$ cat src/rtl/uart_pkg.sv
// Shared UART definitions used by both the transmitter and the receiver.
package uart_pkg;

   typedef enum logic [1:0] {
      IDLE,
      START,
      DATA,
      STOP
   } uart_tx_state_t;

   localparam int DATA_BITS    = 8;
   localparam int CLKS_PER_BIT = 4;
   localparam int STOP_BITS    = 1;

   localparam logic LINE_IDLE = 1'b1;

endpackage

$ cat src/rtl/shift_reg_par_in_serial_out.sv
// Parallel-load, serial-out shift register; bit 0 is the next bit to leave.
module shift_reg_par_in_serial_out #(
   parameter int M = 8
) (
   input  logic         clk,
   input  logic         reset,
   input  logic         load,
   input  logic [M-1:0] byte_in,
   input  logic         shift,
   output logic         bit_out
);

   logic [M-1:0] sr;

   always_ff @(posedge clk) begin
      if (reset) begin
         sr <= '0;
      end else if (load) begin
         sr <= byte_in;
      end else if (shift) begin
         sr <= {1'b0, sr[M-1:1]};
      end
   end

   assign bit_out = sr[0];

endmodule

$ cat src/rtl/uart_transmitter.sv
// UART transmitter: one start bit, M data bits LSB first, STOP_BITS stop bits.
//
//   state | meaning
//   IDLE  | line high, ready for a byte
//   START | start bit (low) held for CLKS_PER_BIT clocks
//   DATA  | data bits, LSB first, CLKS_PER_BIT clocks each
//   STOP  | stop bits (high), STOP_BITS*CLKS_PER_BIT clocks
module uart_transmitter
   import uart_pkg::*;
#(
   parameter int M            = DATA_BITS,
   parameter int CLKS_PER_BIT = uart_pkg::CLKS_PER_BIT,
   parameter int STOP_BITS    = uart_pkg::STOP_BITS
) (
   input  logic         clk,
   input  logic         reset,
   input  logic [M-1:0] byte_in,
   input  logic         valid_in,
   output logic         ready_out,
   output logic         bit_out,
   output logic         done_out
);

   localparam int TW = $clog2(CLKS_PER_BIT * STOP_BITS);
   localparam int IW = $clog2(M + 1);

   localparam logic [TW-1:0] BIT_LAST  = TW'(CLKS_PER_BIT - 1);
   localparam logic [TW-1:0] STOP_LAST = TW'(CLKS_PER_BIT * STOP_BITS - 1);
   localparam logic [IW-1:0] IDX_LAST  = IW'(M - 1);

   uart_tx_state_t state, state_nx;
   logic [TW-1:0]  timer, timer_nx;
   logic [IW-1:0]  bit_idx, bit_idx_nx;
   logic           load, shift, sr_bit;
   logic           bit_out_nx, done_nx, ready_nx;

   shift_reg_par_in_serial_out #(.M(M)) u_sr (
      .clk     (clk),
      .reset   (reset),
      .load    (load),
      .byte_in (byte_in),
      .shift   (shift),
      .bit_out (sr_bit)
   );

   always_ff @(posedge clk) begin
      if (reset) begin
         state     <= IDLE;
         timer     <= '0;
         bit_idx   <= '0;
         bit_out   <= LINE_IDLE;
         ready_out <= 1'b1;
         done_out  <= 1'b0;
      end else begin
         state     <= state_nx;
         timer     <= timer_nx;
         bit_idx   <= bit_idx_nx;
         bit_out   <= bit_out_nx;
         ready_out <= ready_nx;
         done_out  <= done_nx;
      end
   end

   // bit_out is registered from the next-state value; the register shifts as
   // each data bit is copied into bit_out, so it always holds the upcoming bit.
   always_comb begin
      state_nx   = state;
      timer_nx   = timer + 1'b1;
      bit_idx_nx = bit_idx;
      load       = 1'b0;
      shift      = 1'b0;
      bit_out_nx = bit_out;
      done_nx    = 1'b0;
      case (state)
         IDLE: begin
            timer_nx   = '0;
            bit_out_nx = LINE_IDLE;
            if (valid_in) begin
               load       = 1'b1;
               state_nx   = START;
               bit_out_nx = ~LINE_IDLE;
            end
         end
         START: begin
            if (timer == BIT_LAST) begin
               state_nx   = DATA;
               timer_nx   = '0;
               shift      = 1'b1;
               bit_out_nx = sr_bit;
            end
         end
         DATA: begin
            if (timer == BIT_LAST) begin
               timer_nx = '0;
               if (bit_idx == IDX_LAST) begin
                  state_nx   = STOP;
                  bit_idx_nx = '0;
                  bit_out_nx = LINE_IDLE;
               end else begin
                  bit_idx_nx = bit_idx + 1'b1;
                  shift      = 1'b1;
                  bit_out_nx = sr_bit;
               end
            end
         end
         STOP: begin
            if (timer == STOP_LAST) begin
               state_nx = IDLE;
               timer_nx = '0;
               done_nx  = 1'b1;
            end
         end
         default: begin
            state_nx = IDLE;
            timer_nx = '0;
         end
      endcase
      ready_nx = (state_nx == IDLE);
   end

endmodule

$ cat config.mk
export PLATFORM = sky130hd
export DESIGN_NAME = uart_transmitter
export DESIGN_NICKNAME = d
export VERILOG_FILES = /design/src/rtl/uart_pkg.sv /design/src/rtl/shift_reg_par_in_serial_out.sv /design/src/rtl/uart_transmitter.sv
export SDC_FILE = /design/constraint.sdc
export NUM_CORES = 1
export LEC_CHECK = 0
export CORE_UTILIZATION = 35
export DETAILED_ROUTE_END_ITERATION = 12
export PLACE_DENSITY = 0.66
export SLEW_MARGIN = 20
export SYNTH_ARGS = -nofsm -noshare
export SYNTH_HDL_FRONTEND = slang
export SYNTH_SLANG_ARGS = --single-unit
$ cat constraint.sdc
create_clock -name clk -period 1.65 [get_ports clk]
set_clock_uncertainty 0.1 [all_clocks]
set_input_delay 0.33 -clock clk [delete_from_list [all_inputs] [get_ports clk]]
set_output_delay 0.33 -clock clk [all_outputs]
set_load 0.005 [all_outputs]
**Word level (Yosys, flattened, before mapping)**

Index checks and enable logic that the tools add are counted.

- Bits in registers: 19
- Input bits: 11
- Output and inout bits: 3

- $add $sub $neg: 2
- Equal/unequal tests: 7
- Muxes and demuxes: 22
- Bitwise gates (word level): 1
- Reduce and logical (&&, ||, !) cells: 8

Operator list:

| kind | number |
|---|---|
| 2-to-1 mux 8 bit | 2 |
| 2-to-1 mux 2 bit | 6 |
| 2-to-1 mux 1 bit | 9 |
| one-hot mux 2 bit (4 select lines) | 1 |
| == test 2 bit, second input constant | 3 |
| adder 4 x 1 -> 4 bit, second input constant | 1 |
| == test 4 x 3 -> 1 bit, second input constant | 1 |
| zero test 2 bit | 2 |
| 2-to-1 mux 4 bit | 1 |
| inequality test 2 bit, second input constant | 2 |
| one-hot mux 2 bit (2 select lines) | 1 |
| one-hot mux 1 bit (3 select lines) | 1 |
| AND reduction 3 bit | 1 |
| nonzero test 3 bit | 1 |
| OR reduction 3 bit | 1 |
| adder 2 x 1 -> 2 bit, second input constant | 1 |
| == test 2 x 1 -> 1 bit, second input constant | 1 |
| one-hot mux 1 bit (2 select lines) | 1 |
| AND reduction 2 bit | 1 |
| nonzero test 2 bit | 1 |
| OR reduction 2 bit | 1 |
| inverter 1 bit | 1 |

**Depth between registers and ports, before layout**

Gate-level depths: netlist of the first run.

- Depth after elaboration: 6
- Depth in mapped cells: 8
- Depth with buffers taken out: 6

**By module**

A second synthesis of the first run with hierarchy kept.

- Cell total of the unflattened synthesis: 103
- Area, all modules: 975.9 um^2

By module, submodules not included:

| module | times used | cells an instance | area an instance (um^2) | seq. area each (um^2) |
|---|---|---|---|---|
| uart_transmitter | 1 | 68 | 606.8 | 220.2 |
| shift_reg_par_in_serial_out | 1 | 35 | 369.1 | 160.2 |

**Least setup slack after synthesis of the first run**

No wires, ideal clock.

- Path type: register to register
- Start: register state[0]
- End: register u_sr.sr[3]
- Library setup time: 0.088 ns
- Arrival: 1.547 ns
- Slack: -0.085 ns
- Cell stages (with the launch flop): 8
- Path buffers: 1
- Cells stage by stage: dfxtp_1 -> inv_1 -> ha_1 -> o211ai_2 -> o21ai_4 -> buf_6 -> nor2_1 -> a311oi_2

- Word-level cells in the longest chain between the ends: 3
- Elaborated cells on any way between the ends: 7
- Classes of those cells: eq/ne (2); mux (3); reduce/logical (2)

RTL lines:

| element | RTL line | source |
|---|---|---|
| start: declaration | uart_transmitter.sv:31 | `uart_tx_state_t state, state_nx;` |
| start signal: assignment | uart_transmitter.sv:55 | `state <= state_nx;` |
| == test 2 bit, or another cell as far along | uart_transmitter.sv:74 | `case (state)` |
| one-hot mux 1 bit (2 select lines) / 2-to-1 mux 1 bit (equally long branches) | uart_transmitter.sv:74 |  |
| nonzero test 2 bit (no line) / 2-to-1 mux 8 bit (equally long branches) | n/a |  |
| end signal: assignment | shift_reg_par_in_serial_out.sv:19 | `sr <= byte_in;` |
| end signal: assignment | shift_reg_par_in_serial_out.sv:21 | `sr <= {1'b0, sr[M-1:1]};` |
| end: declaration | shift_reg_par_in_serial_out.sv:13 | `logic [M-1:0] sr;` |

Several ways; a longest one is shown, not always the timed one.
A chain may end at the register's enable or synchronous reset.

**Final worst setup path of the first run**

- Start: register state[1]
- End: register u_sr.sr[0]

The elaborated chain is that of the path after synthesis.

==> Implementation_results.wiki, run 1 <==
{| class="wikitable"
! Metric !! Value
|-
| Final WS setup || 0.00281 ns
|-
| Area share of and/or/nand/nor cells after synthesis || 24.9%
|-
| Detailed-route via count || 959
|-
| Worst hold start || timer[0]
|-
| Antenna violations before repair || 0
|-
| Clock tree from TritonCTS || built
|-
| DRC Markers || 0
|-
| Launch instance of the worst register-to-register path || state[1]
|-
| Placer Congestion || 0.849
|-
| Cell Chain, Critical Path || inv_4, ha_4, nor4bb_4, buf_4, o21ai_4, nor2_2, a311oi_2
|-
| I/O Pins || 14
|-
| Number of nets still failing antenna checks after routing || 0
|-
| Die area || 3090 sq um
|-
| Number of nets in the layout || 167
|-
| Minimum clock period || 1.65 ns
|-
| Hold buffers post-CTS || 0
|-
| Post-synthesis share of cell area spent on xor and xnor gates || 0.871%
|-
| Area growth, synth to finish || 44.9%
|-
| Total clock buffers created by CTS || 3
|-
| Iter 0 DRT Violations || 27
|-
| Hold Fails Final Rpt || 0
|-
| Maximum capacitance violations || 0
|-
| Most instantiated flip-flop cell in the synthesis netlist || dfxtp_1
|-
| Clk root buf || clkbuf_4
|-
| Die width || 55.6 um
|-
| Status || finished clean
|-
| Core Rows || 19
|-
| Signal arrival time at the worst endpoint || 1.74 ns
|-
| Endpoint of the worst register-to-register path || u_sr.sr[0]
|-
| Height of the die || 55.6 um
|-
| Maximum clock frequency || 607 MHz
|-
| Sequential cell area fraction in the yosys report || 37.8%
|-
| Clock slew at reported path FFs || 0.12 ns
|-
| First-pass GRT wire length || 3920 um
|-
| Final Max Slew Viols || 0
|-
| Main area contributors after synthesis || dfxtp_1 38%, ha_1 10%, nand3_1 6.5%, a311oi_2 4.5%, nand2_1 4.5%
|-
| Worst max-slew margin expressed relative to the limit || 77.8%
|-
| Syn. warnings || 0
|-
| Main combinational cell family by area after synthesis || simple AND/OR/NAND/NOR gates
|-
| Largest fanout on the critical path || 6
|-
| WL per Instance || 14.0 um
|-
| Post-synth design cell area || 1010 sq um
|-
| Slowest stage cell, crit path || dfxtp_2
|-
| Count leader, synth || dfxtp_1
|-
| Worst-skew pair later-pin latency || 0.30 ns
|-
| Core Area || 2730 sq um
|-
| Final instance area || 1460 sq um
|-
| GRT Util Overall || 16.4%
|-
| Setup repair after global routing missed its margin || yes
|-
| Effective utilization at floorplan || 36.8%
|-
| Worst Setup Path Type || flop to flop
|-
| Final Non-Filler Cells || 178
|-
| Tcrit/Tclk final || 99.8%
|-
| Hold Crit Class || flop to flop
|-
| Number of buffers on the longest clock path || 2
|-
| Share of the synthesized area in compound gates (AO/OA/AOI/OAI) || 20.8%
|-
| Post-synthesis cell count || 112
|-
| Finished Core Util || 53.3%
|-
| Destination of the worst hold path || timer[0]
|-
| Number of library cell types mapped by synthesis || 33
|-
| Largest net degree at the start of global routing || 13
|-
| DRT Wirelength || 2490 um
|-
| Adder-cell share of the synthesized area || 9.95%
|-
| EDFF count, synth || 0
|-
| Number of port buffers || 13
|-
| #FFs+latches synth || 19
|-
| Total number of clock tree sinks || 19
|-
| Reg-to-reg slack, setup || 0.003 ns
|-
| Iteration count of the initial detailed-routing pass || 4
|-
| Setup slack after placement || -0.103 ns
|-
| Required arrival time at the worst endpoint || 1.75 ns
|-
| Critical Path End Type || flop
|-
| CTS H-tree lvls || 1
|-
| Number of cells on the worst hold path || 1
|-
| Slowest stage delay, CP || 0.37 ns
|-
| Multiplexer share of the synthesized area || 0%
|-
| Startpoint kind of the worst setup timing path || flop
|-
| Net Count, Synth || 131
|-
| Fraction of final layout cells with drive strength greater than 1 || 36.1%
|-
| Post-detailed-route via-to-cell ratio || 5.39
|-
| Half-perimeter wire length after placement || 1670 um
|-
| Tightest Pin Transition || 0.333 ns
|-
| Max rail drop VDD || 514 uV
|-
| Overflow left after global routing || 0
|-
| Yosys top cell area share || 37.8%
|-
| Post-synthesis async set-or-reset flop share || 0%
|-
| Ant diodes || 0
|-
| Post-synthesis average cell area || 8.98 sq um
|-
| Depth of the most critical reg-to-reg path || 7
|-
| Pwr per Cell Area || 696 nW/um^2
|-
| Cell accounting for the most synthesized area || dfxtp_1
|-
| Placed cell area || 1270 sq um
|-
| Count of final setup violators || 0
|-
| Commonest cells in the netlist || 19 x dfxtp_1, 13 x nand3_1, 12 x nand2_1, 12 x nor2_1, 8 x ha_1
|-
| Hold slack || 0.355 ns
|-
| Leakage power summed over all cells || 0.000541 uW
|-
| Cell total after placement || 167
|-
| Number of global-route vias before repair || 924
|}
routing by layer:
metal  vias up  routed length [um]  GRT usage (%)
li1        479                   -              -
met2        15                1270           26.9
met5         -                   0              0
met4         0                  35           9.64
met3         4                  69           4.19
met1       461                1120           19.3
cell type report:
type / instances / area, sq um
Tap cell: 31 / 38.8
Timing Repair Buffer: 37 / 314
Multi-Input combinational cell: 83 / 671
Fill cell: 247 / 1280
Clock buffer: 3 / 22.5
Sequential cell: 19 / 387
Clock inverter: 1 / 5.00
Inverter: 4 / 20.0
critical path, delay by kind of cell (launching register included):
kind            cells  cell delay (ns)
simple gates        2             0.50
buf+inv             2             0.25
flops               1             0.37
fa+ha+maj           1             0.18
compound gates      2             0.15
logic make-up after synthesis:
family,Yosys count
AOI/OAI and AO/OA,25
xor gates and xnor gates,1
DFF,19
adders and majority gates,8
and+or+nand+nor,48
buffers and inverters,11
sequential cells by signal, summed over array words and instances, names as in the netlist:
register	flops
bit_idx	4
bit_out	1
done_out	1
ready_out	1
state	2
timer	2
u_sr.sr	8
power breakdown:
part	internal [uW]	leakage [uW]	switching, uW
combinational	133	0.000366	127
clock	90.4	0.0000177	153
sequential	491	0.000157	21.8
repair_timing:
item	4_1_cts	5_1_grt
setup buffers	6	0
pin swaps	6	4
cloned	1	0
endpoints found under the setup margin	9	12
resized for setup	12	13
how the worst max path moves through the flow:
| stage | from | to | slack [ns] | depth (start not counted) |
|---|---|---|---|---|
| after floorplan | state[0] | u_sr.sr[4] | 0.008 | 8 |
| after CTS | state[1] | u_sr.sr[1] | 0.007 | 6 |
| after global placement | state[1] | u_sr.sr[4] | 0.002 | 6 |
| after detailed placement | state[0] | u_sr.sr[5] | -0.10 | 6 |
| after global routing | state[1] | u_sr.sr[0] | -0.08 | 7 |
| final | state[1] | u_sr.sr[0] | 0.003 | 7 |
per-stage QoR:
| stage | setup TNS [ns] | total power (uW) |
|---|---|---|
| 6_report | 0 | 1010 |
| 5_1_grt | -0.391 | 1070 |
| 4_1_cts | 0 | 1010 |
| 3_5_place_dp | -0.483 | 728 |
| 3_3_place_gp | 0 | 717 |
| 2_1_floorplan | 0 | 641 |
placed cells by master, fill, tap and decap left out, drive strengths merged, types with 2 or more instances in the layout:
cell / Yosys / routed
nor2b: 2 / 2
clkbuf: 2 / 3
a21oi: 7 / 7
o21bai: 2 / 2
buf: 5 / 24
nand2: 12 / 12
clkdlybuf4s50: 0 / 13
dfxtp: 19 / 19
nand3: 13 / 13
o21ai: 3 / 4
inv: 4 / 4
a311oi: 7 / 7
ha: 8 / 8
nor2: 12 / 12
o211ai: 3 / 3
(Power assumes the default switching activity.)
==> inputs of run 2 (changes only) <==
--- a/config.mk
+++ b/config.mk
@@ -5,6 +5,7 @@
 export SDC_FILE = /design/constraint.sdc
 export NUM_CORES = 1
 export LEC_CHECK = 0
+export CAP_MARGIN = 20
 export CORE_UTILIZATION = 35
 export DETAILED_ROUTE_END_ITERATION = 12
 export PLACE_DENSITY = 0.66
==> results of run 2 <==
Final layout, timing and power as in run 1 (identical DEF).
==> inputs of run 3 (changes only) <==
--- a/config.mk
+++ b/config.mk
@@ -6,6 +6,7 @@
 export NUM_CORES = 1
 export LEC_CHECK = 0
 export CAP_MARGIN = 20
+export CORE_ASPECT_RATIO = 0.6
 export CORE_UTILIZATION = 35
 export DETAILED_ROUTE_END_ITERATION = 12
 export PLACE_DENSITY = 0.66
==> run 3 against run 2 <==
The flow now finishes with violations (negative setup slack). Sequential share of layout area increased by 0.28 points. Critical path depth decreased by 1. Count of clock-buffer cells in the layout increased by 1. Power increased by 8.5%. Setup slack got worse by 0.036 ns. Via count decreased by 2.2%.
==> Implementation_results.wiki, run 3 (synthesis results as in run 1) <==
{| class="wikitable"
! Metric !! Value
|-
| Overflow left after global routing || 0 (unchanged)
|-
| Ant diodes || 0 (unchanged)
|-
| Sequential Area || 385 sq um (-0.32%)
|-
| Status || finished, violations left
|-
| Placer Congestion || 0.789 (-7.1%)
|-
| CTS H-tree lvls || 1 (unchanged)
|-
| Final WS setup || -0.0329 ns (-0.0357 ns)
|-
| Detailed-route via count || 938 (-2.2%)
|-
| Slowest stage cell, crit path || or4_1
|-
| WL per Instance || 13.7 um (-1.9%)
|-
| GRT Util Overall || 16.7% (+0.33 points)
|-
| Largest register by flop count || u_sr.sr
|-
| Depth of the most critical reg-to-reg path || 6 (-1)
|-
| Hold Fails Final Rpt || 0 (unchanged)
|-
| Total number of clock tree sinks || 19 (unchanged)
|-
| Leading cell types in the layout, fill and taps excluded || 18 x buf_4, 17 x dfxtp_1, 13 x nand3_1, 13 x clkdlybuf4s50_1
|-
| Total clock buffers created by CTS || 3 (unchanged)
|-
| Iter 0 DRT Violations || 63 (+130%)
|-
| Iteration count of the initial detailed-routing pass || 4 (unchanged)
|-
| Count of final setup violators || 3 (+3)
|-
| Flip-flop count of the largest register, all copies and words added || 8 (unchanged)
|-
| Required arrival time at the worst endpoint || 1.75 ns (about the same)
|-
| Number of cells on the worst hold path || 1 (unchanged)
|-
| Worst Setup SP || state[0]
|-
| DRT Wirelength || 2410 um (-3.5%)
|-
| Tightest Pin Transition || 0.312 ns (-0.0209 ns)
|-
| Clock slew at reported path FFs || 0.08 ns (-0.04 ns)
|-
| Leakage power summed over all cells || 0.000534 uW (-1.4%)
|-
| Leading cell type in the layout, fill and taps excluded || buf_4
|-
| Largest net degree at the start of global routing || 20 (+7)
|-
| GRT Max-Usage Layer || met2
|-
| Final instance area || 1440 sq um (-1.4%)
|-
| Violations in the final reports || negative setup slack
|-
| Maximum clock frequency || 594 MHz (-2.1%)
|-
| Antenna violations before repair || 0 (unchanged)
|-
| DRC Markers || 0 (unchanged)
|-
| Cell Chain, Critical Path || inv_1, ha_4, buf_4, nand2_1, or4_1, a21oi_1
|-
| Post-detailed-route via-to-cell ratio || 5.36 (-0.51%)
|-
| I/O Pins || 14 (unchanged)
|-
| Startpoint kind of the worst setup timing path || flop
|-
| Final Max Slew Viols || 0 (unchanged)
|-
| Worst max-slew margin expressed relative to the limit || 79.2% (+1.4 points)
|-
| Clock tree from TritonCTS || built
|-
| Hold buffers post-CTS || 0 (unchanged)
|-
| Slowest stage delay, CP || 0.46 ns (+0.09 ns)
|-
| Pwr per Cell Area || 766 nW/um^2 (+10%)
|-
| Max rail drop VDD || 323 uV (-37%)
|-
| Area growth, synth to finish || 42.9%
|-
| Global routing usage on met2 || 27.0% (+0.20 points)
|-
| Final-layout fill cell count || 225 (-8.9%)
|-
| Met3 demand-to-capacity share in global routing || 4.65% (+0.47 points)
|-
| Signal arrival time at the worst endpoint || 1.78 ns (+0.04 ns)
|-
| Routing usage on met1 || 21.2% (+1.9 points)
|-
| Fraction of final layout cells with drive strength greater than 1 || 28.0% (-8.1 points)
|-
| Worst hold start || timer[0]
|-
| Placed cell area || 1260 sq um (-1.3%)
|-
| Setup repair after global routing missed its margin || yes
|-
| Maximum capacitance violations || 0 (unchanged)
|-
| Number of nets in the layout || 163 (-2.4%)
|-
| Number of port buffers || 13 (unchanged)
|-
| Worst-skew pair later-pin latency || 0.26 ns (-0.04 ns)
|-
| Height of the die || 43.5 um (-22%)
|-
| Hold Crit Class || flop to flop
|-
| Area used by multi-input combinational logic || 653 sq um (-2.6%)
|-
| Number of global-route vias before repair || 863 (-6.6%)
|-
| Number of nets still failing antenna checks after routing || 0 (unchanged)
|-
| Tcrit/Tclk final || 102% (+2.2 points)
|-
| Minimum clock period || 1.68 ns (+0.0357 ns)
|-
| Regs by FF count || u_sr.sr: 8 flops, bit_idx: 4 flops
|-
| Core Area || 2610 sq um (-4.5%)
|-
| Worst Setup Path Type || flop to flop
|-
| Clk root buf || clkbuf_8
|-
| Half-perimeter wire length after placement || 1620 um (-3.1%)
|-
| Largest fanout on the critical path || 4 (-2)
|-
| First-pass GRT wire length || 3890 um (-0.71%)
|-
| Launch instance of the worst register-to-register path || state[0]
|-
| Number of buffers on the longest clock path || 2 (unchanged)
|-
| Die width || 71.2 um (+28%)
|-
| Critical Path End Type || flop
|-
| Cell total after placement || 164 (-1.8%)
|-
| Effective utilization at floorplan || 38.5% (+1.7 points)
|-
| Final Non-Filler Cells || 175 (-1.7%)
|-
| Core Rows || 14 (-5)
|-
| Die area || 3100 sq um (+0.22%)
|}
-- run 3: changes by cell type in the layout (fill, tap and decap cells not counted), sizes merged --
cell / before / now
buf: 24 / 20
clkbuf: 3 / 4
clkinv: 1 / 0
-- run 3: metal layers --
layer | up-vias | part of all wire, %
li1 | 466 | -
met5 | - | 0
met4 | 0 | 1.6
met3 | 4 | 5.0
met1 | 447 | 48
met2 | 21 | 45
-- run 3: power breakdown --
group          total [uW]  switching (uW)  internal [uW]
Clock                 340             168            172
Combinational         257             125            132
Sequential            505            16.1            489
Total                1100             309            793
-- run 3: cell type report --
cell class	instances	share of cell area, %
clock buffer	4	3.13
sequential	19	26.8
timing repair buffer	33	20.6
tap	32	2.79
inverter	4	1.22
multi-input combinational	83	45.4
-- run 3: worst max-delay path: cells and delay by family, from the launching register on --
kind / cells / cell delay, ns
adders and majority gates: 1 / 0.21
and+or+nand+nor: 2 / 0.51
DFF: 1 / 0.33
buffers and inverters: 2 / 0.32
AOI/OAI and AO/OA: 1 / 0.14
-- run 3: stage by stage --
stage               setup TNS, ns  power (uW)  setup slack (ns)  util (%)  hold WS (ns)
floorplan                       0         641           0.00759         -         0.305
global placement           -0.110         722           -0.0294      48.1         0.319
detailed placement         -0.608         728           -0.0942      48.1         0.338
CTS                        -0.122        1070           -0.0270      51.2         0.349
global route               -0.638        1140            -0.102      55.1         0.390
finish                    -0.0554        1100           -0.0329      55.1         0.348
-- run 3: path summary, 6_finish.rpt --
| path | end | slack (ns) |
|---|---|---|
| max | bit_idx[3] | -0.03 |
| min | timer[0] | 0.35 |
| max reg2reg | bit_idx[3] | -0.03 |
| min reg2reg | timer[0] | 0.35 |
-- run 3: repair_timing --
item / CTS / global route
pin swaps: 2 / 6
gates resized for setup: 4 / 11
gates cloned: 1 / 0
buffers inserted: 1 / 5
setup endpoints to repair: 9 / 13
